--- src/rtl/au_sequencer.sv ---
// Aggregation-unit sequencer: walks the centroids, reads each NIT entry,
// fetches centroid + neighbour features from the PFT, and aligns the
// subtract/max datapath strobes so that one max-pooled result per centroid
// is presented downstream under a valid/ready handshake.
module au_sequencer #(
  parameter int NIT_addr_width  = 8,
  parameter int NIT_neighbor    = 16,
  parameter int NIT_point_index = 10,
  parameter int PFT_addr_width  = 10
) (
  input  logic                                            clk,
  input  logic                                            rstn,
  input  logic                                            start,
  input  logic [NIT_addr_width-1:0]                       num_centroid,
  output logic                                            busy,
  output logic                                            done,
  output logic [NIT_addr_width-1:0]                       nit_addr,
  input  logic [(NIT_neighbor+1)*NIT_point_index-1:0]     nit_dout,
  output logic [PFT_addr_width-1:0]                       pft_addr,
  output logic                                            pft_valid,
  output logic                                            pft_is_centroid,
  output logic                                            sub_en_centroid,
  output logic                                            sub_en_neighbor,
  output logic                                            max_en,
  output logic                                            max_first,
  output logic                                            out_valid,
  input  logic                                            out_ready,
  output logic [NIT_addr_width-1:0]                       out_centroid
);

  localparam int AW  = NIT_addr_width;
  localparam int N   = NIT_neighbor;
  localparam int IDX = NIT_point_index;
  localparam int PAW = PFT_addr_width;
  localparam int KW  = (N > 1) ? $clog2(N) : 1;

  typedef enum logic [2:0] {
    S_IDLE, S_NIT_RD, S_NIT_LAT, S_CEN, S_NBR, S_DRAIN, S_OUT, S_DONE
  } state_t;

  state_t            state_q;
  logic [AW-1:0]     cnt_q;
  logic [AW-1:0]     c_q;
  logic [KW-1:0]     k_q;
  logic              dr_q;
  logic [N*IDX-1:0]  entry_q;      // neighbour slots only; centroid index is used straight off nit_dout
  logic              busy_q;
  logic              done_q;
  logic [PAW-1:0]    pft_addr_q;
  logic              pft_valid_q;
  logic              pft_cen_q;
  logic              nbr_q;
  logic              nbr_first_q;
  logic              out_valid_q;
  logic              cen_d1_q;
  logic              nbr_d1_q;
  logic              nbr_d2_q;
  logic              first_d1_q;
  logic              first_d2_q;
  logic [PAW-1:0]    nbr_next_d;

  // Address of the neighbour following the one currently being fetched.
  always_comb begin
    nbr_next_d = '0;
    if (int'(k_q) + 1 < N)
      nbr_next_d = PAW'(entry_q[IDX*(int'(k_q)+1) +: IDX]);
  end

  // Control FSM; every output is registered alongside the state it belongs to.
  always_ff @(posedge clk) begin
    if (!rstn) begin
      state_q     <= S_IDLE;
      cnt_q       <= '0;
      c_q         <= '0;
      k_q         <= '0;
      dr_q        <= 1'b0;
      entry_q     <= '0;
      busy_q      <= 1'b0;
      done_q      <= 1'b0;
      pft_addr_q  <= '0;
      pft_valid_q <= 1'b0;
      pft_cen_q   <= 1'b0;
      nbr_q       <= 1'b0;
      nbr_first_q <= 1'b0;
      out_valid_q <= 1'b0;
    end else begin
      done_q      <= 1'b0;
      pft_valid_q <= 1'b0;
      pft_cen_q   <= 1'b0;
      nbr_q       <= 1'b0;
      nbr_first_q <= 1'b0;
      case (state_q)
        S_IDLE: begin
          if (start) begin
            if (num_centroid == '0) begin
              done_q <= 1'b1;
            end else begin
              cnt_q   <= num_centroid;
              c_q     <= '0;
              busy_q  <= 1'b1;
              state_q <= S_NIT_RD;
            end
          end
        end
        S_NIT_RD: state_q <= S_NIT_LAT;
        S_NIT_LAT: begin
          entry_q     <= nit_dout[(N+1)*IDX-1:IDX];
          pft_addr_q  <= PAW'(nit_dout[IDX-1:0]);
          pft_valid_q <= 1'b1;
          pft_cen_q   <= 1'b1;
          state_q     <= S_CEN;
        end
        S_CEN: begin
          k_q         <= '0;
          pft_addr_q  <= PAW'(entry_q[IDX-1:0]);
          pft_valid_q <= 1'b1;
          nbr_q       <= 1'b1;
          nbr_first_q <= 1'b1;
          state_q     <= S_NBR;
        end
        S_NBR: begin
          if (k_q == KW'(N-1)) begin
            dr_q    <= 1'b0;
            state_q <= S_DRAIN;
          end else begin
            k_q         <= k_q + 1'b1;
            pft_addr_q  <= nbr_next_d;
            pft_valid_q <= 1'b1;
            nbr_q       <= 1'b1;
          end
        end
        S_DRAIN: begin
          if (dr_q) begin
            out_valid_q <= 1'b1;
            state_q     <= S_OUT;
          end else begin
            dr_q <= 1'b1;
          end
        end
        S_OUT: begin
          if (out_ready) begin
            out_valid_q <= 1'b0;
            if (c_q == cnt_q - AW'(1)) begin
              done_q  <= 1'b1;
              busy_q  <= 1'b0;
              state_q <= S_DONE;
            end else begin
              c_q     <= c_q + AW'(1);
              state_q <= S_NIT_RD;
            end
          end
        end
        S_DONE:  state_q <= S_IDLE;
        default: state_q <= S_IDLE;
      endcase
    end
  end

  // Strobe delay pipes matching the PFT, subtract and max register stages.
  always_ff @(posedge clk) begin
    if (!rstn) begin
      cen_d1_q   <= 1'b0;
      nbr_d1_q   <= 1'b0;
      nbr_d2_q   <= 1'b0;
      first_d1_q <= 1'b0;
      first_d2_q <= 1'b0;
    end else begin
      cen_d1_q   <= pft_cen_q;
      nbr_d1_q   <= nbr_q;
      nbr_d2_q   <= nbr_d1_q;
      first_d1_q <= nbr_first_q;
      first_d2_q <= first_d1_q;
    end
  end

  assign busy            = busy_q;
  assign done            = done_q;
  assign nit_addr        = c_q;
  assign pft_addr        = pft_addr_q;
  assign pft_valid       = pft_valid_q;
  assign pft_is_centroid = pft_cen_q;
  assign sub_en_centroid = cen_d1_q;
  assign sub_en_neighbor = nbr_d1_q;
  assign max_en          = nbr_d2_q;
  assign max_first       = first_d2_q;
  assign out_valid       = out_valid_q;
  assign out_centroid    = c_q;

endmodule

--- config.mk ---
export PLATFORM = sky130hd
export DESIGN_NAME = au_sequencer
export DESIGN_NICKNAME = d
export VERILOG_FILES = /design/src/rtl/au_sequencer.sv
export SDC_FILE = /design/constraint.sdc
export NUM_CORES = 1
export LEC_CHECK = 0
export ABC_AREA = 0
export BUFFER_PORTS_ARGS = -buffer_cell sky130_fd_sc_hd__buf_2
export CAP_MARGIN = 20
export CORE_MARGIN = 3
export CORE_UTILIZATION = 25
export DETAILED_ROUTE_END_ITERATION = 10
export GPL_ROUTABILITY_DRIVEN = 0
export SYNTH_ARGS = -nofsm -noshare
export SYNTH_HDL_FRONTEND = slang
export SYNTH_SLANG_ARGS = --single-unit
--- constraint.sdc ---
create_clock -name clk -period 5.64 [get_ports clk]
set_input_delay 0.846 -clock clk [delete_from_list [all_inputs] [get_ports clk]]
set_output_delay 0.846 -clock clk [all_outputs]
set_load 0.02 [all_outputs]
==> summary.txt, run 1 <==
Run status
  • Outcome: finished clean

CTS
  • Hold_buf cts: 0
  • CTS tree: built
  • CTS Root Cell: clkbuf_16
  • Clock Latency Late Sink: 0.52 ns
  • Post-CTS setup buffers: 0
  • Clock Sinks: 206
  • Htree depth: 1
  • Clock transition at path regs: 0.06 ns
  • Max Root-Sink Buffers: 3
  • Total CTS buffers: 24
  • CTS-repair resized insts: 0

Floorplanning
  • Initial core utilization: 0.2559
  • Die area: 37920 um2
  • I/O Pins: ~220
  • Die height: 194.7 um
  • Core area: 34800 um2
  • Row count: 68
  • Die width: 194.7 um

Logic synthesis
  • Yosys top cell area share: 0.4631
  • Post-synthesis cell area: 8905 um2
  • Sequential area share after synthesis: 0.4631
  • Largest cells by area after synthesis: dfxtp_1 (46%), nand2_1 (15%), a21oi_1 (11%)
  • EDFF count, synth: 0
  • Yosys warns: 0
  • Compound-Gate Fraction of Synth Area: 0.1565
  • Synth Flop Type: dfxtp_1
  • Avg Inst Size Synth: between 8 and 9 um2
  • Most instantiated cells after synthesis: nand2_1 (345), dfxtp_1 (206), a21oi_1 (204), clkbuf_1 (71), mux4_2 (40)
  • Adder-cell area share of the yosys netlist: 0.004215
  • Synth Area in XOR/XNOR: 0.01349
  • Main combinational cell family by area after synthesis: simple AND/OR/NAND/NOR gates
  • Distinct cells, synth: 44
  • #FFs+latches synth: slightly above 200
  • Most frequent cell after synthesis: nand2_1
  • Mux share of post-synthesis cell area: 0.1203
  • Synth Instances: 1065
  • Syn Nets: 1250
  • Synth Area in Simple Gates: 0.1967
  • Asr flop ratio synth: 0
  • Area leader, netlist: dfxtp_1

Worst setup path
  • Worst reg2reg endpoint: entry_q[150]$_SDFFE_PN0P_
  • Crit Path Category: reg -> reg
  • Worst Path Arrival: 3.34 ns
  • Req. time, crit path: just over 6 ns
  • Worst setup EP type: register
  • Crit-path max FO: approximately 110
  • Worst r2r src: state_q[2]$_SDFFE_PN0P_
  • Worst-case reg-to-reg path depth: 5
  • R2R setup slack: 2.74 ns
  • Crit path launch type: register

Power
  • Peak VDD IR: 201.4 uV
  • Leak: 4.193 nW
  • Power per cell area: between 300 and 400 nW/um2

STA
  • Setup TNS: 0 ns
  • Layout Skew: 0.01045 ns
  • RSZ-0062 raised after global routing: false
  • Fin. Hold Viols: 0
  • Slew headroom: 0.2841
  • Crit share post-route: 0.5147
  • Peak Freq: ~0.34 GHz
  • Final setup viols: 0
  • Final Max Slew Viols: 0
  • Worst-Margin Slew: between 1 and 1.5 ns
  • Final min period: ~2.9 ns

Routing
  • Starting DRT DRC Count: around 470
  • Initial DRT Pass Iterations: 5
  • Routed WL: 28.35 mm
  • Via density: 4.711
  • Drc violations: 0
  • Via count: 8004
  • Routed WL per cell: 16.68 um
  • Antenna Nets Post-Route: 0

Flow run
  • Max Cap Viol: 0

GRT
  • Remaining Overflow, GRT: 0
  • Largest net degree at the start of global routing: 106
  • First-pass GRT wire length: between 40 and 50 mm
  • Vias in the first global route: 7498
  • GRT Util Overall: 0.1416
  • Initial antenna violation count: 0

Cells and area
  • Fillers: 3709
  • Synth-to-Final Area Change: 25.01%
  • Fin cells: 1699
  • Nets: 1411
  • Layout cells sized above 1: 0.2536

Worst hold path
  • Hold_sp: first_d1_q$_SDFF_PN0_
  • Worst hold path class: reg -> reg
  • Hold endpoint: max_first$_SDFF_PN0_
  • WHS Path Cells: 1

Placement
  • DP HPWL: 20.45 mm
  • PortBufs: 216
  • DP Cell Count: 1653
==> cell type report <==
cell class | instances | area, um2 | area share
antenna | 2 | 5.005 | 0.0004496
clock buffer | 30 | 653.1 | 0.05867
clock inverter | 12 | 198.9 | 0.01787
inverter | 7 | 28.78 | 0.002585
multi-input combinational | 762 | 4392 | 0.3945
sequential | 206 | 4126 | 0.3707
tap | 455 | 569.3 | 0.05114
timing repair buffer | 225 | 1159 | 0.1041
==> routing by layer <==
| metal | GRT usage | share of wire |
|---|---|---|
| met5 | 0 | 0 |
| met2 | 0.2347 | 0.47 |
| met4 | 0.03037 | 0.019 |
| met3 | 0.02513 | 0.073 |
| met1 | 0.1943 | 0.44 |
==> power breakdown <==
part | internal [mW] | switching (mW)
logic | 0.304 | 0.523
registers | 1.63 | 0.106
clock network | 1.05 | 0.615
==> critical path, cell delays in order (launching register included) <==
cell and delay (ns):
dfxtp_1 0.38, inv_1 0.42, and3_4 0.93, buf_4 0.59, nand2_1 0.19, a21oi_1 0.15
==> worst max path at each step <==
stage,start,to,cells past startpoint
final,state_q[2]$_SDFFE_PN0P_,entry_q[150]$_SDFFE_PN0P_,5
after global routing,state_q[2]$_SDFFE_PN0P_,entry_q[150]$_SDFFE_PN0P_,5
after CTS,state_q[2]$_SDFFE_PN0P_,entry_q[150]$_SDFFE_PN0P_,5
after detailed placement,state_q[2]$_SDFFE_PN0P_,entry_q[150]$_SDFFE_PN0P_,5
after global placement,state_q[2]$_SDFFE_PN0P_,entry_q[40]$_SDFFE_PN0P_,5
after floorplan,num_centroid[3],nit_addr[3]$_SDFFE_PN0P_,7
==> state kept, by name, summed over array words and instances (netlist names), 3 cells and up <==
| register | flops |
|---|---|
| cnt_q | 8 |
| entry_q | 160 |
| pft_addr | 10 |
| k_q | 4 |
| state_q | 3 |
| nit_addr | 8 |
==> cell usage in the layout (no fill, tap or decap), types with 2 or more instances in the layout <==
cell type / netlist / final
mux4_2: 40 / 40
o22ai_1: 12 / 12
dfxtp_2: 0 / 2
buf_4: 8 / 7
inv_1: 6 / 6
clkbuf_8: 0 / 3
mux2i_1: 17 / 17
clkinv_2: 0 / 5
or3b_2: 2 / 2
xor2_1: 4 / 4
nand3_1: 9 / 8
buf_2: 4 / 217
a31oi_1: 2 / 2
nand2_1: 345 / 345
xnor2_1: 7 / 7
nor3_1: 3 / 3
and3b_1: 2 / 2
nand2b_1: 3 / 3
clkbuf_1: 71 / 3
a21oi_1: 204 / 204
clkbuf_16: 0 / 24
bufinv_16: 0 / 5
dfxtp_1: 206 / 204
o21ai_0: 27 / 27
o211a_1: 2 / 2
o31ai_1: 6 / 6
nor2b_1: 3 / 3
and3_1: 7 / 6
nor2_1: 35 / 35
diode_2: 0 / 2
ha_1: 3 / 3
and2_1: 6 / 6
or4_1: 9 / 9
==> kinds of logic (layout without fill, tap and decap cells) <==
family / after synthesis / count (layout)
compound gates: 260 / 260
xor+xnor: 12 / 12
fa+ha+maj: 3 / 3
buf+inv: 97 / 274
flops: 206 / 206
mux: 57 / 57
other cells: 0 / 2
simple gates: 430 / 430
==> stage by stage <==
stage / util / hold slack (ns) / instance area (um2) / setup WS, ns / power, mW
final: 0.3199 / 0.4321 / 11130 / 2.737 / 4.222
after global routing: 0.3198 / 0.4383 / 11130 / 2.521 / 4.446
after CTS: 0.3190 / 0.4343 / 11100 / 2.783 / 4.274
after detailed placement: 0.2945 / 0.4208 / 10250 / 2.797 / 2.590
after global placement: 0.2945 / 0.4213 / 10250 / 2.835 / 2.569
after floorplan: - / 0.4119 / 8905 / 3.288 / 2.298
No activity file was read; power rests on OpenSTA's default activity.
==> inputs of run 2 (changes only) <==
ABC_AREA = 1   (was 0)
clock period = 2.4 ns   (was 5.64 ns; I/O delays follow)
==> run 2 against run 1 <==
  * Cell area rose by 4.7%
  * Global-route usage is 2.8 points higher
  * Register-to-register slack got worse by 2.3 ns
  * Combinational power increased to 4.3 times the previous value
  * Worst hold slack got worse by 0.33 ns
  * Routed wire length is 24% higher
  * Die area is 4.3% higher
  * Critical path depth increased by 3
  * Via count up 18%
  * Sequential share of layout area shrank 1.7 points
  * Cell count grew 14%
  * Critical path type unchanged
==> summary.txt, run 2 <==
Run status
  • Outcome: finished clean

STA
  • Fin. Hold Viols: 0
  • Final min period: 1.942 ns
  • Final Max Slew Viols: 0
  • RSZ-0062 raised after global routing: false
  • WHS: 0.1033 ns
  • Setup TNS: 0 ns
  • Layout Skew: around 0.03 ns
  • Final worst setup slack: between 0.4 and 0.5 ns
  • Crit share post-route: 0.8094
  • Worst-Margin Slew: 0.7370 ns
  • Final setup viols: 0
  • Peak Freq: 0.5148 GHz
  • Slew headroom: 0.5086

Placement
  • Dpl ws: approximately 0.5 ns
  • PortBufs: 216
  • DP HPWL: 26.83 mm
  • Placed cell areas: 10820 um2
  • DP Cell Count: 1885

CTS
  • Total CTS buffers: 24
  • Hold_buf cts: 0
  • Clock transition at path regs: 0.06 ns
  • Clock Latency Late Sink: roughly 0.53 ns
  • CTS tree: built
  • CTS-repair resized insts: 0
  • CTS Root Cell: clkbuf_16
  • Post-CTS setup buffers: 0
  • Clock Sinks: 206
  • Htree depth: 1
  • Max Root-Sink Buffers: 3

Cells and area
  • Fin cells: between 1500 and 2000
  • Max reg flops: 160
  • Commonest non-fill, non-tap cell in the layout: buf_2
  • Synth-to-Final Area Change: 25.30%
  • Fillers: 4003
  • Top reg by flops: entry_q
  • Layout cells sized above 1: 0.2295
  • Most frequent cells in the layout: buf_2 (215), a21oi_1 (208), dfxtp_1 (205)
  • Nets: 1628
  • Design area: around 12000 um2
  • Core Util, Final: 0.3182

GRT
  • Largest net degree at the start of global routing: around 120
  • Vias in the first global route: between 9000 and 10000
  • Remaining Overflow, GRT: 0
  • First-pass GRT wire length: 52.23 mm
  • GRT Util Overall: 0.1701
  • Initial antenna violation count: 9

Logic synthesis
  • Distinct cells, synth: 37
  • Largest cells by area after synthesis: dfxtp_1 (44%), a21oi_1 (11%), o21ai_0 (8.2%)
  • EDFF count, synth: 0
  • Post-synthesis cell area: just over 9000 um2
  • Synth Flop Type: dfxtp_1
  • Sequential area share after synthesis: 0.4435
  • Synth Instances: 1271
  • Most instantiated cells after synthesis: a21oi_1 (208), dfxtp_1 (206), nand2_1 (197), o21ai_0 (152), inv_1 (123)
  • #FFs+latches synth: 206
  • Avg Inst Size Synth: 7.315 um2
  • Asr flop ratio synth: 0
  • Yosys warns: 0
  • Yosys top cell area share: 0.4435
  • Area leader, netlist: dfxtp_1
  • Syn Nets: 1456
  • Most frequent cell after synthesis: a21oi_1

Power
  • Internal: 7.564 mW
  • Leak: about 4.6 nW
  • Proportion of power drawn by the clock network: 0.316
  • Power per cell area: 1020 nW/um2
  • Peak VDD IR: 578.0 uV
  • Switch Pwr: 4.325 mW
  • Sw Share: 0.3638
  • Pwr Total: 11.89 mW
  • Seq pwr share: 0.384
  • Gate power share: 0.299

Floorplanning
  • Row count: 70
  • Core area: about 37000 um2
  • Die height: around 200 um
  • I/O Pins: 217
  • Die area: 39540 um2
  • Initial core utilization: 0.2540
  • Die width: 198.9 um

Worst setup path
  • Crit-path max FO: 14
  • Worst Path Arrival: approximately 2.3 ns
  • Req. time, crit path: 2.80 ns
  • Crit Path Category: reg -> reg
  • Worst-case reg-to-reg path depth: 8
  • Crit path launch type: register
  • Worst setup EP type: register

Worst hold path
  • WHS Path Cells: 3
  • Worst hold path class: in -> reg

Routing
  • Via count: 9410
  • Drc violations: 0
  • Starting DRT DRC Count: ~800
  • Routed WL per cell: 18.15 um
  • Antenna Nets Post-Route: 0
  • Routed WL: about 35 mm
  • Via density: around 5
  • Initial DRT Pass Iterations: 6

Flow run
  • Max Cap Viol: 0
[run 2: layer usage]
| layer | GRT usage | part of all wire | wire length [um] | up-vias |
|---|---|---|---|---|
| li1 | - | - | - | 4623 |
| met1 | 0.2107 | 0.40 | 14160 | 4322 |
| met2 | 0.2842 | 0.47 | 16560 | 356 |
| met3 | 0.02930 | 0.066 | 2324 | 103 |
| met4 | 0.08771 | 0.057 | 1982 | 6 |
| met5 | 0 | 0.00083 | 29 | - |
[run 2: kinds of logic (layout without fill, tap and decap cells)]
group | after synthesis | in the layout | synth area share
adder cells (fa/ha/maj) | 3 | 3 | 0.004038
other | 0 | 4 | 0
XOR/XNOR | 8 | 8 | 0.007536
AO/OA/AOI/OAI | 436 | 436 | 0.2564
buffers and inverters | 240 | 429 | 0.1070
AND/OR/NAND/NOR | 378 | 378 | 0.1815
flip-flops | 206 | 206 | 0.4435
[run 2: worst max-delay path, cell delays in order (launching register included)]
cell and delay, ns:
dfxtp_2 0.46, ha_1 0.23, nand3_1 0.15, nand2_1 0.17, inv_2 0.12, nor2_1 0.30
inv_1 0.13, a21oi_1 0.17, nor3_1 0.07
[run 2: path summary, 6_finish.rpt]
check | slack, ns | from | end
setup / recovery | 0.46 | k_q[0]$_SDFFE_PN0P_ | k_q[2]$_SDFFE_PN0P_
hold / removal | 0.10 | nit_dout[86] | entry_q[76]$_SDFFE_PN0P_
setup reg to reg | 0.46 | k_q[0]$_SDFFE_PN0P_ | k_q[2]$_SDFFE_PN0P_
hold reg to reg | 0.41 | nbr_first_q$_SDFF_PN0_ | first_d1_q$_SDFF_PN0_
[run 2: layout make-up]
cell class | count | area [um2] | share of cell area
multi-input combinational | 825 | 4187 | 0.3594
timing repair buffer | 249 | 1394 | 0.1196
inverter | 137 | 528.0 | 0.04532
clock buffer | 33 | 694.4 | 0.05961
antenna | 4 | 10.01 | 0.0008592
sequential | 206 | 4125 | 0.3541
tap | 468 | 585.6 | 0.05026
clock inverter | 10 | 126.4 | 0.01085
[run 2: power groups by stage]
stage	Combinational, mW	Sequential [mW]	Clock, mW
after CTS	3.58	4.57	3.82
after global placement	3.52	4.63	0
final	3.56	4.57	3.76
after detailed placement	3.56	4.64	0
after global routing	4.01	4.64	3.96
after floorplan	2.50	4.56	0
==> inputs of run 3 (changes only) <==
clock period = 2.04 ns   (was 2.4 ns; I/O delays follow)
==> run 3 against run 2 <==
  * Register-to-register slack got worse by 0.30 ns
  * Core utilization rose by 0.41 points
  * Routed wire length fell by 1.1%
  * Total power rose by 17%
  * Critical endpoint is now nit_addr[7]$_SDFFE_PN0P_
  * Clock skew fell by 0.014 ns
  * Critical path depth rose by 1
  * Sequential power rose by 16%
  * Die area did not move
  * Sequential share of layout area fell by 0.44 points
  * Clock-buffer cell count rose by 4
==> summary.txt, run 3 (synthesis results as in run 2) <==
Run status
  • Outcome: finished clean

Floorplanning
  • Die area: ~40000 um2
  • Die height: 198.9 um
  • Core area: 36610 um2
  • I/O Pins: ~220
  • Die width: 198.9 um
  • Initial core utilization: 0.2540
  • Row count: 70

Cells and area
  • Nets: 1652
  • Max reg flops: 160
  • Fillers: slightly below 4000
  • Layout cells sized above 1: 0.2399
  • Top reg by flops: entry_q
  • Commonest non-fill, non-tap cell in the layout: buf_2
  • Most frequent cells in the layout: buf_2 (215), a21oi_1 (208), dfxtp_1 (204)
  • Synth-to-Final Area Change: 26.93%

GRT
  • Vias in the first global route: ~9000
  • GRT Util Overall: 0.1652
  • Remaining Overflow, GRT: 0
  • Initial antenna violation count: 13
  • First-pass GRT wire length: 50.48 mm
  • Largest net degree at the start of global routing: 80

Routing
  • Via density: 4.863
  • Initial DRT Pass Iterations: 5
  • Antenna Nets Post-Route: 0
  • Routed WL per cell: approximately 18 um
  • Routed WL: 34.69 mm
  • Starting DRT DRC Count: 687
  • Via count: 9531
  • Drc violations: 0

Placement
  • PortBufs: between 200 and 250
  • Dpl ws: 0.1200 ns
  • DP HPWL: ~26 mm

Power
  • Power per cell area: 1178 nW/um2
  • Leak: 4.645 nW
  • Peak VDD IR: 601.1 uV

STA
  • Final Max Slew Viols: 0
  • Final worst setup slack: 0.1596 ns
  • Fin. Hold Viols: 0
  • Worst-Margin Slew: 0.6426 ns
  • Crit share post-route: 0.9218
  • Final min period: around 1.9 ns
  • Slew headroom: 0.5711
  • Setup TNS: 0 ns
  • Layout Skew: 0.01611 ns
  • Peak Freq: 0.5318 GHz
  • Final setup viols: 0

CTS
  • Total CTS buffers: 24
  • CTS Root Cell: clkbuf_16
  • Clock Latency Late Sink: 0.51 ns
  • Max Root-Sink Buffers: 3
  • Hold_buf cts: 0
  • Clock transition at path regs: about 0.060 ns
  • Htree depth: 1
  • CTS tree: built
  • Clock Sinks: 206

Worst setup path
  • Crit path launch type: register
  • Worst Path Arrival: between 2 and 2.5 ns
  • Req. time, crit path: 2.48 ns
  • Crit Path Category: reg -> reg
  • Crit-path max FO: 9
  • Worst setup EP type: register

Worst hold path
  • Worst hold path class: in -> reg

Flow run
  • Max Cap Viol: 0
[run 3: cell count changes in the layout (fill, tap and decap cells not counted), sizes merged]
cell / previous run / this run
clkbuf: 33 / 37
nand3: 106 / 107
buf: 249 / 272
bufinv: 3 / 2
diode: 4 / 8
clkinv: 7 / 4
[run 3: final timing paths]
kind                               endpoint               startpoint  slack (ns)  cells past startpoint
setup / recovery   nit_addr[7]$_SDFFE_PN0P_  state_q[2]$_SDFFE_PN0P_        0.16                      9
setup reg to reg   nit_addr[7]$_SDFFE_PN0P_  state_q[2]$_SDFFE_PN0P_        0.16                      9
hold reg to reg       first_d1_q$_SDFF_PN0_   nbr_first_q$_SDFF_PN0_        0.42                      2
hold / removal    entry_q[121]$_SDFFE_PN0P_            nit_dout[131]        0.07                      3
[run 3: repair_timing]
| action | CTS | global route |
|---|---|---|
| gates resized for setup | 0 | 2 |
| buffers inserted | 0 | 2 |
| endpoints found under the setup margin | 0 | 10 |
[run 3: layout make-up]
class                   count  area [um2]  area share
clock inverters             6       65.06    0.005513
inverters                 137       528.0     0.04474
well taps                 468       585.6     0.04962
repair buffers            272        1554      0.1317
flip-flops and latches    206        4126      0.3497
multi-input cells         826        4202      0.3560
clock buffers              37       720.7     0.06107
diodes                      8       20.02    0.001696
[run 3: per-layer routing]
metal / up-vias / track usage / part of all wire / wire, um
met4: 10 / 0.05804 / 0.031 / 1089
met2: 357 / 0.2805 / 0.48 / 16610
met1: 4397 / 0.2111 / 0.42 / 14450
li1: 4696 / - / - / -
met3: 71 / 0.02964 / 0.072 / 2492
met5: - / 0 / 0.0014 / 50
[run 3: through the flow]
step	area (um2)	instances	util	power, mW	hold slack [ns]
2_1_floorplan	9298	1271	-	8.302	0.3905
3_3_place_gp	10960	1906	0.2995	9.617	0.4104
3_5_place_dp	10960	1906	0.2995	9.688	0.4027
4_1_cts	11750	1949	0.3210	13.97	0.05437
5_1_grt	11800	1960	0.3224	14.77	0.07044
6_report	11800	1960	0.3224	13.91	0.07348
[run 3: power breakdown]
group | leakage (nW) | internal, mW | switching, mW | total [mW]
logic | 2.58 | 1.44 | 2.92 | 4.36
clock network | 0.388 | 2.56 | 1.69 | 4.25
registers | 1.67 | 4.90 | 0.398 | 5.29
total | 4.64 | 8.89 | 5.01 | 13.9
[run 3: critical path, stage by stage, from the launching register on]
cell and delay [ns]:
dfxtp_1 0.42, inv_2 0.09, nor3_4 0.46, nand2_2 0.15, nand2_2 0.16, nor2_4 0.06, buf_4 0.18, nand2_8 0.11
nand2_2 0.06, a21oi_2 0.12
